==> config.mk <==
export PLATFORM = sky130hd
export DESIGN_NAME = csr_unit
export DESIGN_NICKNAME = d
export VERILOG_FILES = /design/src/rtl/csr_unit.sv
export SDC_FILE = /design/constraint.sdc
export NUM_CORES = 1
export LEC_CHECK = 0
export BUFFER_PORTS_ARGS = -buffer_cell sky130_fd_sc_hd__buf_2
export CAP_MARGIN = 20
export CORE_MARGIN = 1.5
export CORE_UTILIZATION = 30
export CTS_CLUSTER_DIAMETER = 50
export DETAILED_ROUTE_END_ITERATION = 10
export HOLD_SLACK_MARGIN = 0.08
export SETUP_SLACK_MARGIN = 0.02
export SYNTH_ARGS = -nofsm -noshare
export SYNTH_HDL_FRONTEND = slang
export SYNTH_SLANG_ARGS = --single-unit
==> constraint.sdc <==
create_clock -name clk -period 10 [get_ports clk]
set_input_delay 3 -clock clk [delete_from_list [all_inputs] [get_ports clk]]
set_output_delay 3 -clock clk [all_outputs]
set_load 0.02 [all_outputs]
==> src/rtl/csr_unit.sv <==
// csr_unit: machine-mode CSR file with in-place CSRRW/CSRRS/CSRRC, 2*XLEN
// cycle/instret counters with inhibit, interrupt sampling and the MIE/MPIE
// trap-entry / mret stack.
module csr_unit #(
  parameter int              XLEN      = 16,
  parameter logic [XLEN-1:0] MTVEC_RST = {XLEN{1'b0}}
) (
  input  logic            clk,
  input  logic            rst,
  input  logic [1:0]      ex_op,
  input  logic [11:0]     ex_addr,
  input  logic [XLEN-1:0] ex_wdata,
  input  logic            ex_src_zero,
  output logic [XLEN-1:0] ex_rdata,
  output logic            ex_illegal,
  input  logic            retire,
  input  logic            irq_ext,
  input  logic            irq_timer,
  input  logic            irq_soft,
  input  logic            trap_valid,
  input  logic            trap_is_int,
  input  logic [3:0]      trap_code,
  input  logic [XLEN-1:0] trap_epc,
  input  logic            mret,
  output logic [XLEN-1:0] trap_pc,
  output logic [XLEN-1:0] csr_mepc,
  output logic            global_int_en,
  output logic            int_req,
  output logic [3:0]      int_code
);

  localparam logic [11:0] A_MSTATUS  = 12'h300;
  localparam logic [11:0] A_MIE      = 12'h304;
  localparam logic [11:0] A_MTVEC    = 12'h305;
  localparam logic [11:0] A_MCNTINH  = 12'h320;
  localparam logic [11:0] A_MSCRATCH = 12'h340;
  localparam logic [11:0] A_MEPC     = 12'h341;
  localparam logic [11:0] A_MCAUSE   = 12'h342;
  localparam logic [11:0] A_MIP      = 12'h344;
  localparam logic [11:0] A_MCYCLE   = 12'hB00;
  localparam logic [11:0] A_MCYCLEH  = 12'hB80;
  localparam logic [11:0] A_MINSTR   = 12'hB02;
  localparam logic [11:0] A_MINSTRH  = 12'hB82;
  localparam logic [11:0] A_CYCLE    = 12'hC00;
  localparam logic [11:0] A_CYCLEH   = 12'hC80;
  localparam logic [11:0] A_INSTR    = 12'hC02;
  localparam logic [11:0] A_INSTRH   = 12'hC82;

  localparam logic [2*XLEN-1:0] CNT_ONE  = {{(2*XLEN-1){1'b0}}, 1'b1};
  localparam logic [XLEN-1:0]   BIT0_CLR = ~{{(XLEN-1){1'b0}}, 1'b1};

  // Place three flags at bit positions 11, 7 and 3 (mstatus/mie/mip layout).
  function automatic logic [XLEN-1:0] bits_11_7_3(input logic b11, input logic b7, input logic b3);
    logic [XLEN-1:0] v;
    v     = {XLEN{1'b0}};
    v[11] = b11;
    v[7]  = b7;
    v[3]  = b3;
    return v;
  endfunction

  // State: interrupt-type vectors are ordered {external, timer, software}.
  logic                mst_mie_q, mst_mie_d, mst_mpie_q, mst_mpie_d;
  logic [2:0]          mie_q, mie_d, mip_q, mip_d;
  logic [XLEN-1:0]     mtvec_q, mtvec_d, mepc_q, mepc_d, mscratch_q, mscratch_d;
  logic                mcause_int_q, mcause_int_d;
  logic [3:0]          mcause_code_q, mcause_code_d;
  logic                cy_inh_q, cy_inh_d, ir_inh_q, ir_inh_d;
  logic [2*XLEN-1:0]   mcycle_q, mcycle_d, minstret_q, minstret_d;

  logic [XLEN-1:0]     rd_s, wval_s, tvec_base_s;
  logic                mapped_s, wr_req_s, ro_s, illegal_s, we_s;
  logic [2:0]          pend_s;

  // Read mux: pre-write value of the addressed CSR and whether it exists.
  always_comb begin
    rd_s     = {XLEN{1'b0}};
    mapped_s = 1'b1;
    case (ex_addr)
      A_MSTATUS:           rd_s = bits_11_7_3(1'b0, mst_mpie_q, mst_mie_q);
      A_MIE:               rd_s = bits_11_7_3(mie_q[2], mie_q[1], mie_q[0]);
      A_MTVEC:             rd_s = mtvec_q;
      A_MCNTINH:           rd_s = {{(XLEN-3){1'b0}}, ir_inh_q, 1'b0, cy_inh_q};
      A_MSCRATCH:          rd_s = mscratch_q;
      A_MEPC:              rd_s = mepc_q;
      A_MCAUSE:            rd_s = {mcause_int_q, {(XLEN-5){1'b0}}, mcause_code_q};
      A_MIP:               rd_s = bits_11_7_3(mip_q[2], mip_q[1], mip_q[0]);
      A_MCYCLE, A_CYCLE:   rd_s = mcycle_q[XLEN-1:0];
      A_MCYCLEH, A_CYCLEH: rd_s = mcycle_q[2*XLEN-1:XLEN];
      A_MINSTR, A_INSTR:   rd_s = minstret_q[XLEN-1:0];
      A_MINSTRH, A_INSTRH: rd_s = minstret_q[2*XLEN-1:XLEN];
      default:             mapped_s = 1'b0;
    endcase
  end

  // Access decode and read-modify-write value computation.
  always_comb begin
    wr_req_s  = (ex_op != 2'b00) && !(ex_op[1] && ex_src_zero);
    ro_s      = (ex_addr == A_MIP) || (ex_addr[11:8] == 4'hC);
    illegal_s = (ex_op != 2'b00) && (!mapped_s || (wr_req_s && ro_s));
    we_s      = wr_req_s && !illegal_s;
    case (ex_op)
      2'b01:   wval_s = ex_wdata;
      2'b10:   wval_s = rd_s | ex_wdata;
      2'b11:   wval_s = rd_s & ~ex_wdata;
      default: wval_s = rd_s;
    endcase
  end

  assign ex_rdata   = illegal_s ? {XLEN{1'b0}} : rd_s;
  assign ex_illegal = illegal_s;

  // Next state: counters, then EX write, then mret/trap override the
  // registers they own so the higher-priority source wins on collisions.
  always_comb begin
    mst_mie_d     = mst_mie_q;
    mst_mpie_d    = mst_mpie_q;
    mie_d         = mie_q;
    mip_d         = {irq_ext, irq_timer, irq_soft};
    mtvec_d       = mtvec_q;
    mepc_d        = mepc_q;
    mscratch_d    = mscratch_q;
    mcause_int_d  = mcause_int_q;
    mcause_code_d = mcause_code_q;
    cy_inh_d      = cy_inh_q;
    ir_inh_d      = ir_inh_q;
    mcycle_d      = cy_inh_q ? mcycle_q : mcycle_q + CNT_ONE;
    minstret_d    = (retire && !ir_inh_q) ? minstret_q + CNT_ONE : minstret_q;
    if (we_s) begin
      case (ex_addr)
        A_MSTATUS:  begin mst_mie_d = wval_s[3]; mst_mpie_d = wval_s[7]; end
        A_MIE:      mie_d = {wval_s[11], wval_s[7], wval_s[3]};
        A_MTVEC:    mtvec_d = wval_s;
        A_MCNTINH:  begin cy_inh_d = wval_s[0]; ir_inh_d = wval_s[2]; end
        A_MSCRATCH: mscratch_d = wval_s;
        A_MEPC:     mepc_d = wval_s & BIT0_CLR;
        A_MCAUSE:   begin mcause_int_d = wval_s[XLEN-1]; mcause_code_d = wval_s[3:0]; end
        A_MCYCLE:   mcycle_d = {mcycle_q[2*XLEN-1:XLEN], wval_s};
        A_MCYCLEH:  mcycle_d = {wval_s, mcycle_q[XLEN-1:0]};
        A_MINSTR:   minstret_d = {minstret_q[2*XLEN-1:XLEN], wval_s};
        A_MINSTRH:  minstret_d = {wval_s, minstret_q[XLEN-1:0]};
        default:    mtvec_d = mtvec_q;
      endcase
    end else begin
      mtvec_d = mtvec_q;
    end
    if (trap_valid) begin
      mepc_d        = trap_epc & BIT0_CLR;
      mcause_int_d  = trap_is_int;
      mcause_code_d = trap_code;
      mst_mpie_d    = mst_mie_q;
      mst_mie_d     = 1'b0;
    end else if (mret) begin
      mst_mie_d  = mst_mpie_q;
      mst_mpie_d = 1'b1;
    end else begin
      mst_mie_d  = mst_mie_d;
    end
  end

  // State register with asynchronous reset.
  always_ff @(posedge clk or posedge rst) begin
    if (rst) begin
      mst_mie_q     <= 1'b0;
      mst_mpie_q    <= 1'b0;
      mie_q         <= 3'b000;
      mip_q         <= 3'b000;
      mtvec_q       <= MTVEC_RST;
      mepc_q        <= {XLEN{1'b0}};
      mscratch_q    <= {XLEN{1'b0}};
      mcause_int_q  <= 1'b0;
      mcause_code_q <= 4'd0;
      cy_inh_q      <= 1'b0;
      ir_inh_q      <= 1'b0;
      mcycle_q      <= {(2*XLEN){1'b0}};
      minstret_q    <= {(2*XLEN){1'b0}};
    end else begin
      mst_mie_q     <= mst_mie_d;
      mst_mpie_q    <= mst_mpie_d;
      mie_q         <= mie_d;
      mip_q         <= mip_d;
      mtvec_q       <= mtvec_d;
      mepc_q        <= mepc_d;
      mscratch_q    <= mscratch_d;
      mcause_int_q  <= mcause_int_d;
      mcause_code_q <= mcause_code_d;
      cy_inh_q      <= cy_inh_d;
      ir_inh_q      <= ir_inh_d;
      mcycle_q      <= mcycle_d;
      minstret_q    <= minstret_d;
    end
  end

  // Handler target: vectored mode offsets interrupts by 4*cause.
  always_comb begin
    tvec_base_s = {mtvec_q[XLEN-1:2], 2'b00};
    if ((mtvec_q[1:0] == 2'b01) && trap_is_int) begin
      trap_pc = tvec_base_s + {{(XLEN-6){1'b0}}, trap_code, 2'b00};
    end else begin
      trap_pc = tvec_base_s;
    end
  end

  // Interrupt request and fixed priority: external > software > timer.
  always_comb begin
    pend_s   = mip_q & mie_q;
    int_req  = mst_mie_q && (pend_s != 3'b000);
    int_code = 4'd0;
    if (int_req) begin
      if (pend_s[2])      int_code = 4'd11;
      else if (pend_s[0]) int_code = 4'd3;
      else if (pend_s[1]) int_code = 4'd7;
      else                int_code = 4'd0;
    end else begin
      int_code = 4'd0;
    end
  end

  assign csr_mepc      = mepc_q;
  assign global_int_en = mst_mie_q;

endmodule

==> results of run 1 <==
==> per-layer routing <==
layer	part of all wire [%]	global-route usage [%]	vias up
met1	45	32.52	4545
met3	8.5	5.026	62
li1	-	-	4146
met4	2.4	6.744	0
met2	44	34.62	461
met5	0	0	-
==> kinds of logic (layout without fill, tap and decap cells) <==
group / after synthesis / in the layout / synth area share (%)
mux: 45 / 45 / 5.061
xor+xnor: 42 / 42 / 4.065
other cells: 1 / 3 / 0.04144
flops: 126 / 126 / 34.85
buf+inv: 87 / 185 / 4.425
compound gates: 307 / 307 / 24.46
simple gates: 419 / 419 / 26.05
fa+ha+maj: 7 / 7 / 1.051
==> cells in the final DEF (no fill, tap or decap), types with 9 or more instances in the layout <==
cell type,netlist,layout
a2111oi_0,10,10
buf_2,20,110
o22ai_1,9,9
nand2b_1,15,15
xnor2_1,19,19
nor2_1,56,56
nor3_1,31,31
clkbuf_16,0,17
xor2_1,23,23
dfrtp_1,126,126
a31oi_1,10,10
buf_4,7,22
a22oi_1,11,11
a211oi_1,11,11
a21oi_1,54,54
inv_1,21,20
and3b_1,16,16
and4_1,13,13
or3_1,11,11
nand2_1,117,117
nand3_1,37,37
o211ai_1,14,14
a22o_1,20,20
o221ai_1,10,10
and3_1,20,20
nand4_1,37,37
mux2i_1,39,39
o21ai_0,78,78
==> cell usage after synthesis, drive strengths merged (5+ instances only) <==
master and n:
nand3 37, o211ai 14, and4 13, dfrtp 126
o221ai 10, ha 6, nor4 11, a221o 7
nor2 56, clkbuf 35, a21oi 54, nor3 33
and3 20, o2111ai 5, and3b 16, nand4 37
or4b 7, mux2i 39, nand2 117, o22ai 9
nand3b 5, or2 5, nor3b 6, o221a 8
a22o 20, nor4b 5, or3 11, or4 7
inv 21, a221oi 7, a31oi 10, xor2 23
a2111oi 14, a22oi 11, nand2b 15, o21ai 86
a211oi 18, buf 31, xnor2 19, mux2 6
==> flip-flops by register name, indices dropped and copies added, names as in the netlist, 3 cells and up <==
register       count
mip_q              3
mie_q              3
mtvec_q           16
mscratch_q        16
mcause_code_q      4
csr_mepc          15
minstret_q        32
mcycle_q          32
==> power breakdown <==
part / total (mW) / internal, mW / switching, mW
Clock: 0.661 / 0.381 / 0.280
Sequential: 0.531 / 0.520 / 0.0111
Combinational: 0.143 / 0.0444 / 0.0985
==> worst max-delay path, delay by kind of cell <==
kind | cells | cell delay (ns)
compound gates | 3 | 1.49
buf+inv | 2 | 0.68
simple gates | 1 | 0.66
==> cell type report <==
class | instances | area share [%]
clock inverter | 15 | 1.787
timing repair buffer | 132 | 6.768
sequential | 126 | 29.82
tap | 390 | 4.615
multi-input combinational | 823 | 52.19
clock buffer | 17 | 4.023
inverter | 21 | 0.7928
==> worst max path at each step <==
| stage | startpoint | end | cells past startpoint |
|---|---|---|---|
| finish | ex_addr[1] | ex_rdata[1] | 6 |
| CTS | ex_addr[1] | ex_rdata[1] | 6 |
| floorplan | ex_addr[0] | ex_rdata[10] | 7 |
| global route | ex_addr[1] | ex_rdata[1] | 6 |
| detailed placement | ex_addr[1] | ex_rdata[1] | 6 |
| global placement | ex_addr[1] | ex_rdata[2] | 6 |
==> results list, run 1 <==
- Leakage power summed over all cells: between 4 and 5 nW
- Measured on the finished design, the core utilization comes to between 30% and 40%.
- Number of H-tree levels: 4
- Nets: about 1,200
- The via count of the first global-routing pass was between 8,000 and 9,000.
- Worst Hold Class: reg2reg
* Overall die width: between 150 and 200 um
* RePlAce Congestion: 0.9663
- Leaving out filler cells and counting taps, the final layout contains around 1,500.
- Fraction of layout instances using a drive strength above 1: 19.05%
* Count of buffers from port buffering: between 100 and 150
- After synthesis, the share of flip-flops with an asynchronous set or reset is 100.0%.
- Initial core utilization: between 30% and 40%
- After detailed routing, the average wire length per cell comes to around 23 um.
- Maximum fanout count along the critical path: 21
- Crit start category: primary input
* Number of antenna violations at the first check in global routing: 0
- Slowest cell delay on critical path: roughly 0.8 ns
- Starting DRC count in detailed routing: 1,152
* Count of pins on the block boundary: 115
- GRT Total Usage: between 20% and 30%
* Setup TNS Final: 0 ns
* Worst Path Required: about 7.0 ns
- Mean instance size in the synthesized netlist: around 9 um2
* Largest net degree at the start of global routing: a little over 80
- Global routing finished with a remaining overflow of 0.
- In this run the critical register-to-register path is captured at minstret_q[30]$_DFFE_PP0P_.
- Number of flops mapped to enable cells by yosys: 0
- Post-detailed-placement half-perimeter wirelength: roughly 26 mm
- Unrepaired setup endpoints after global routing: false
- First drt pass iteration count: 6
- Setup slack on the worst flop-to-flop path: between 7 and 8 ns
- First-pass GRT wire length: 53.54 mm
- Dividing total power by cell area gives a power density of roughly 130 nW/um2.
- Num rows: 63
- Compared with the post-synthesis result, the final layout area differs by 16.86%.
- No sink is reached through more buffers than the 2 on the longest clock path.
- Hold Violations, Final: 0
- Reg2reg path depth: 7
* Synth area leader: dfrtp_1
- Share of the yosys chip area belonging to registers: about a third
* Number of routed nets with antenna violations: 0
- Setup violations remaining at the end of the flow were counted as 0.
- Worst flop-to-flop path startpoint: minstret_q[0]$_DFFE_PP0P_
- Worst setup path category: in2out
* Setup clock skew after layout: 0.01532 ns
- Hold Path Sink: mscratch_q[13]$_DFFE_PP0P_
- PnR Total Power: ~1.3 mW
* CTS hold repair buffers: 0
- The clock reaches the later pin of the worst-skew pair after ~0.44 ns.
* Smallest hold slack: about 0.5 ns
- Minimum clock period after layout: just under 9 ns
* Area of the core: between 20,000 and 30,000 um2
* Antenna fix cells: 0
* Seq cells post-synth: around 130
- The synthesized design devotes to its leading area cell type 34.85% of total area.
- Layout filler cell count: roughly 3,100
- Multi-input gate area: 5519 um2
- Master of the slowest instance on the critical path: a211oi_2
- CTS saw 126 sinks.
- Across all layers, the routed design uses between 9,000 and 10,000 vias.
- Clock slew at reported path FFs: around 0.060 ns
* TritonCTS clock tree: yes
- After detailed placement, the design holds a cell count of around 1,500.
- Ranked by total cell area, the synthesized netlist is headed by dfrtp_1 (35%), nand2_1 (4.9%), mux2i_1 (4.3%).
* Dpl ws: between 1 and 1.5 ns
- Result of the run: finished, final reports clean
- Clock tree synthesis inserted a total of 17 buffers.
* Number of cells traversed by the worst hold path: 2
- VDD sags by at most approximately 0.00010 V.
- Via-to-Cell Ratio: 6.046
* Ys flop type: dfrtp_1
* Post-route cell area: 10,570 um2
* Endpoint kind of the worst setup timing path: output port
* Worst-margin pin slew: ~1.2 ns
* Full die area: roughly 31,000 um2
- Max-cap violation count: 0
- Synth cell types: 86
- The number of max-slew violations in the final report came to 0.
* DRC errors left: 0
- In this run the most critical hold path is launched from mscratch_q[13]$_DFFE_PP0P_.
- Quantity of gates resized following cts: 0
- Post-route setup slack: roughly 1.2 ns
- Arrival time worst endpoint: 5.85 ns
- Synthesis handed over a netlist of 1,034 instances.
* Buffer count from post-CTS setup fixing: 0
- Wires add up to between 30 and 40 mm.
- Slew HR: between 20% and 30%
- Root buf cell: clkbuf_16
- Cells along the critical path: buf_2, or4b_1, a211oi_2, a21oi_1, a21oi_1, buf_2
- Area of the mapped netlist: roughly 9000 um2
* Yosys Warn Count: 0
* Placed inst area: ~10000 um2
- The die is around 180 um tall.
- Crit share post-route: roughly nine tenths
- Timing would allow up to about 0.11 GHz.
- Summing all flip-flop and latch instances after layout gives roughly 3200 um2.
(Power assumes the default switching activity.)
==> inputs of run 2 (changes only) <==
==> constraint.sdc (replaced) <==
create_clock -name clk -period 10 [get_ports clk]
set_input_delay 1 -clock clk [delete_from_list [all_inputs] [get_ports clk]]
set_output_delay 1 -clock clk [all_outputs]
set_load 0.02 [all_outputs]
==> results list, run 2 (synthesis results as in run 1) <==
- The run finished with clean final reports.
* First-pass GRT wire length: 53.16 mm (-0.71%)
- The pre-CTS setup slack was 5.205 ns (+3.908 ns).
* First drt pass iteration count: 8 (+2)
- The clock latency on the worst-skew pair is 0.44 ns (about the same).
* Worst Path Required: 9.00 ns (+2.00 ns)
* Num rows: 63 (unchanged)
- The cell sitting at the root of the clock tree is a clkbuf_16.
- The via count of the first global-routing pass came to 8,508 (+0.65%).
- Overflow left after global routing: 0 (unchanged)
- Post-route cell area: 10,570 um2 (about the same)
- The die height was 176.7 um (unchanged).
- Tracing the worst setup path back leads to its startpoint at ex_addr[1].
- The critical path's largest stage delay is 0.93 ns (+0.13 ns).
* Util after Layout: 35.66% (about the same)
- The total die area is 31,210 um2 (unchanged).
- Leakage power summed over all cells: 4.452 nW (about the same)
- The remaining antenna violation count after routing came to 0 (unchanged).
- TritonCTS clock tree: yes
- The final-stage net count came to 1,185 (-0.25%).
- Number of max-slew violations in the final report: 0 (unchanged)
- Worst setup path category: in2out
- The die width is 176.7 um (unchanged).
- Setup repair after global routing left no endpoint under its margin.
- Number of H-tree levels: 4 (unchanged)
- Antenna fix cells: 0 (unchanged)
- Minimum clock period after layout: 5.018 ns (-3.831 ns)
* Final Routed Wirelength: 35.55 mm (-0.57%)
- Layout-stage area growth over the synthesis result: 16.80% (about the same)
* CTS hold repair buffers: 0 (unchanged)
- The worst hold path begins at mscratch_q[2]$_DFFE_PP0P_.
- TritonCTS Sinks: 126 (unchanged)
- The initial standard-cell utilization of the core came to 30.53% (unchanged).
- Power density over the cells: 129.7 nW/um2 (+2.8%)
- The post-route setup TNS is 0 ns (unchanged).
* Clock slew at reported path FFs: 0.06 ns (about the same)
- Average wire per standard cell: 23.38 um (-0.37%)
* Arrival time worst endpoint: 4.02 ns (-1.83 ns)
- The HPWL after detailed placement came to 25.93 mm (-1.8%).
- DRC errors left: 0 (unchanged)
* Buffer count from post-CTS setup fixing: 0 (unchanged)
* Placed inst area: 9917 um2 (-0.43%)
- The final number of setup-violating endpoints was 0 (unchanged).
* Max-cap violation count: 0 (unchanged)
- The top fanout value on the critical path is 21 (unchanged).
- The worst register-to-register path begins at minstret_q[0]$_DFFE_PP0P_.
- The worst setup path is captured at an output port.
- Largest net degree at the start of global routing: 67 (-19%)
* Most frequent cells in the layout: dfrtp_1 (126), nand2_1 (117), buf_2 (110), o21ai_0 (78), nor2_1 (56)
* Master of the slowest instance on the critical path: a21boi_2
- The total of cells resized after clock tree synthesis was 0 (unchanged).
- Setup clock skew after layout: 0.01501 ns (-0.0003129 ns)
* GRT Total Usage: 22.73% (-0.17 points)
* Worst-case vdd ir drop: 0.0001280 V (+27%)
- Traced cell by cell, the critical path runs through buf_2, or4b_1, nor3_2, o21ai_0, a21boi_2, a21oi_1, buf_2.
- Crit share post-route: 50.18% (-38 points)
- Worst Hold Class: reg2reg
* Count of buffers from port buffering: 110 (unchanged)
- The highest clock rate is 0.1993 GHz (+76%).
* CTS Buffer Depth: 2 (unchanged)
- In this design, the critical path's most frequently occurring cell is buf_2.
- The area of the placeable core was 29,640 um2 (unchanged).
* CTS Buf Count: 17 (unchanged)
- The number of DRC markers after the initial detailed-route iteration came to 1,236 (+7.3%).
* Hold Violations, Final: 0 (unchanged)
- The detail-routed via count per cell was 6.076 (+0.50%).
- Worst-margin pin slew: 1.230 ns (+0.04429 ns)
- The fraction of final layout cells with drive strength greater than 1 came to 18.83% (-0.21 points).
* Post-route setup slack: 4.982 ns (+3.831 ns)
* Most common library cell in the layout ignoring fill and taps: dfrtp_1
- The remaining max-slew budget at the tightest pin was 17.53% (-3.3 points).
- Number of vias in the routed layout: 9,242 (+0.30%)
- The largest registers in the layout are mcycle_q: 32 flops, minstret_q: 32 flops.
- The weighted congestion reported at the end of routability-driven placement is 0.9370 (-3.0%).
- Count of pins on the block boundary: 115 (unchanged)
* Number of antenna violations at the first check in global routing: 0 (unchanged)
* Crit start category: primary input
==> run 2: cell count changes in the layout (fill, tap and decap cells not counted), sizes merged <==
cell      delta
clkinv       +1
clkbuf       +2
buf          -4
bufinv       +2
clkinvlp     +1
inv          -5
==> run 2: per-layer routing <==
| metal | track usage, % | up-vias | share of wire [%] |
|---|---|---|---|
| li1 | - | 4143 | - |
| met1 | 32.67 | 4519 | 45 |
| met2 | 33.82 | 501 | 43 |
| met3 | 4.510 | 79 | 8.3 |
| met4 | 7.592 | 0 | 2.8 |
| met5 | 0 | - | 0 |
==> run 2: layout make-up <==
class,instances,area [um2]
fill,3092,19070
multi-input combinational,823,5507
sequential,126,3153
timing repair buffer,129,693.2
tap,390,488.0
clock buffer,18,439.2
clock inverter,14,205.2
inverter,21,83.83
==> run 2: final timing paths <==
check	end	slack [ns]	cells past startpoint
max	ex_rdata[1]	4.98	7
min	mscratch_q[2]$_DFFE_PP0P_	0.49	2
max reg2reg	minstret_q[30]$_DFFE_PP0P_	7.21	7
min reg2reg	mscratch_q[2]$_DFFE_PP0P_	0.49	2
max in group asynchronous	mscratch_q[3]$_DFFE_PP0P_	8.05	3
min in group asynchronous	minstret_q[25]$_DFFE_PP0P_	0.67	2
==> run 2: critical path: cells and delay by family <==
kind / cells / cell delay, ns
simple gates: 2 / 1.07
buf+inv: 2 / 0.55
compound gates: 3 / 1.38
==> run 2: through the flow <==
step | cells | total power [mW] | hold WS (ns)
after floorplan | 1036 | 0.6216 | 0.4460
after global placement | 1488 | 0.6781 | 0.4604
after detailed placement | 1488 | 0.6792 | 0.4718
after CTS | 1520 | 1.373 | 0.4858
after global routing | 1521 | 1.411 | 0.5222
final | 1521 | 1.371 | 0.4853
==> run 2: power breakdown <==
part	total [mW]	internal, mW	switching, mW
Sequential	0.531	0.520	0.0112
Clock	0.699	0.429	0.269
Combinational	0.141	0.0437	0.0974
Total	1.37	0.993	0.378
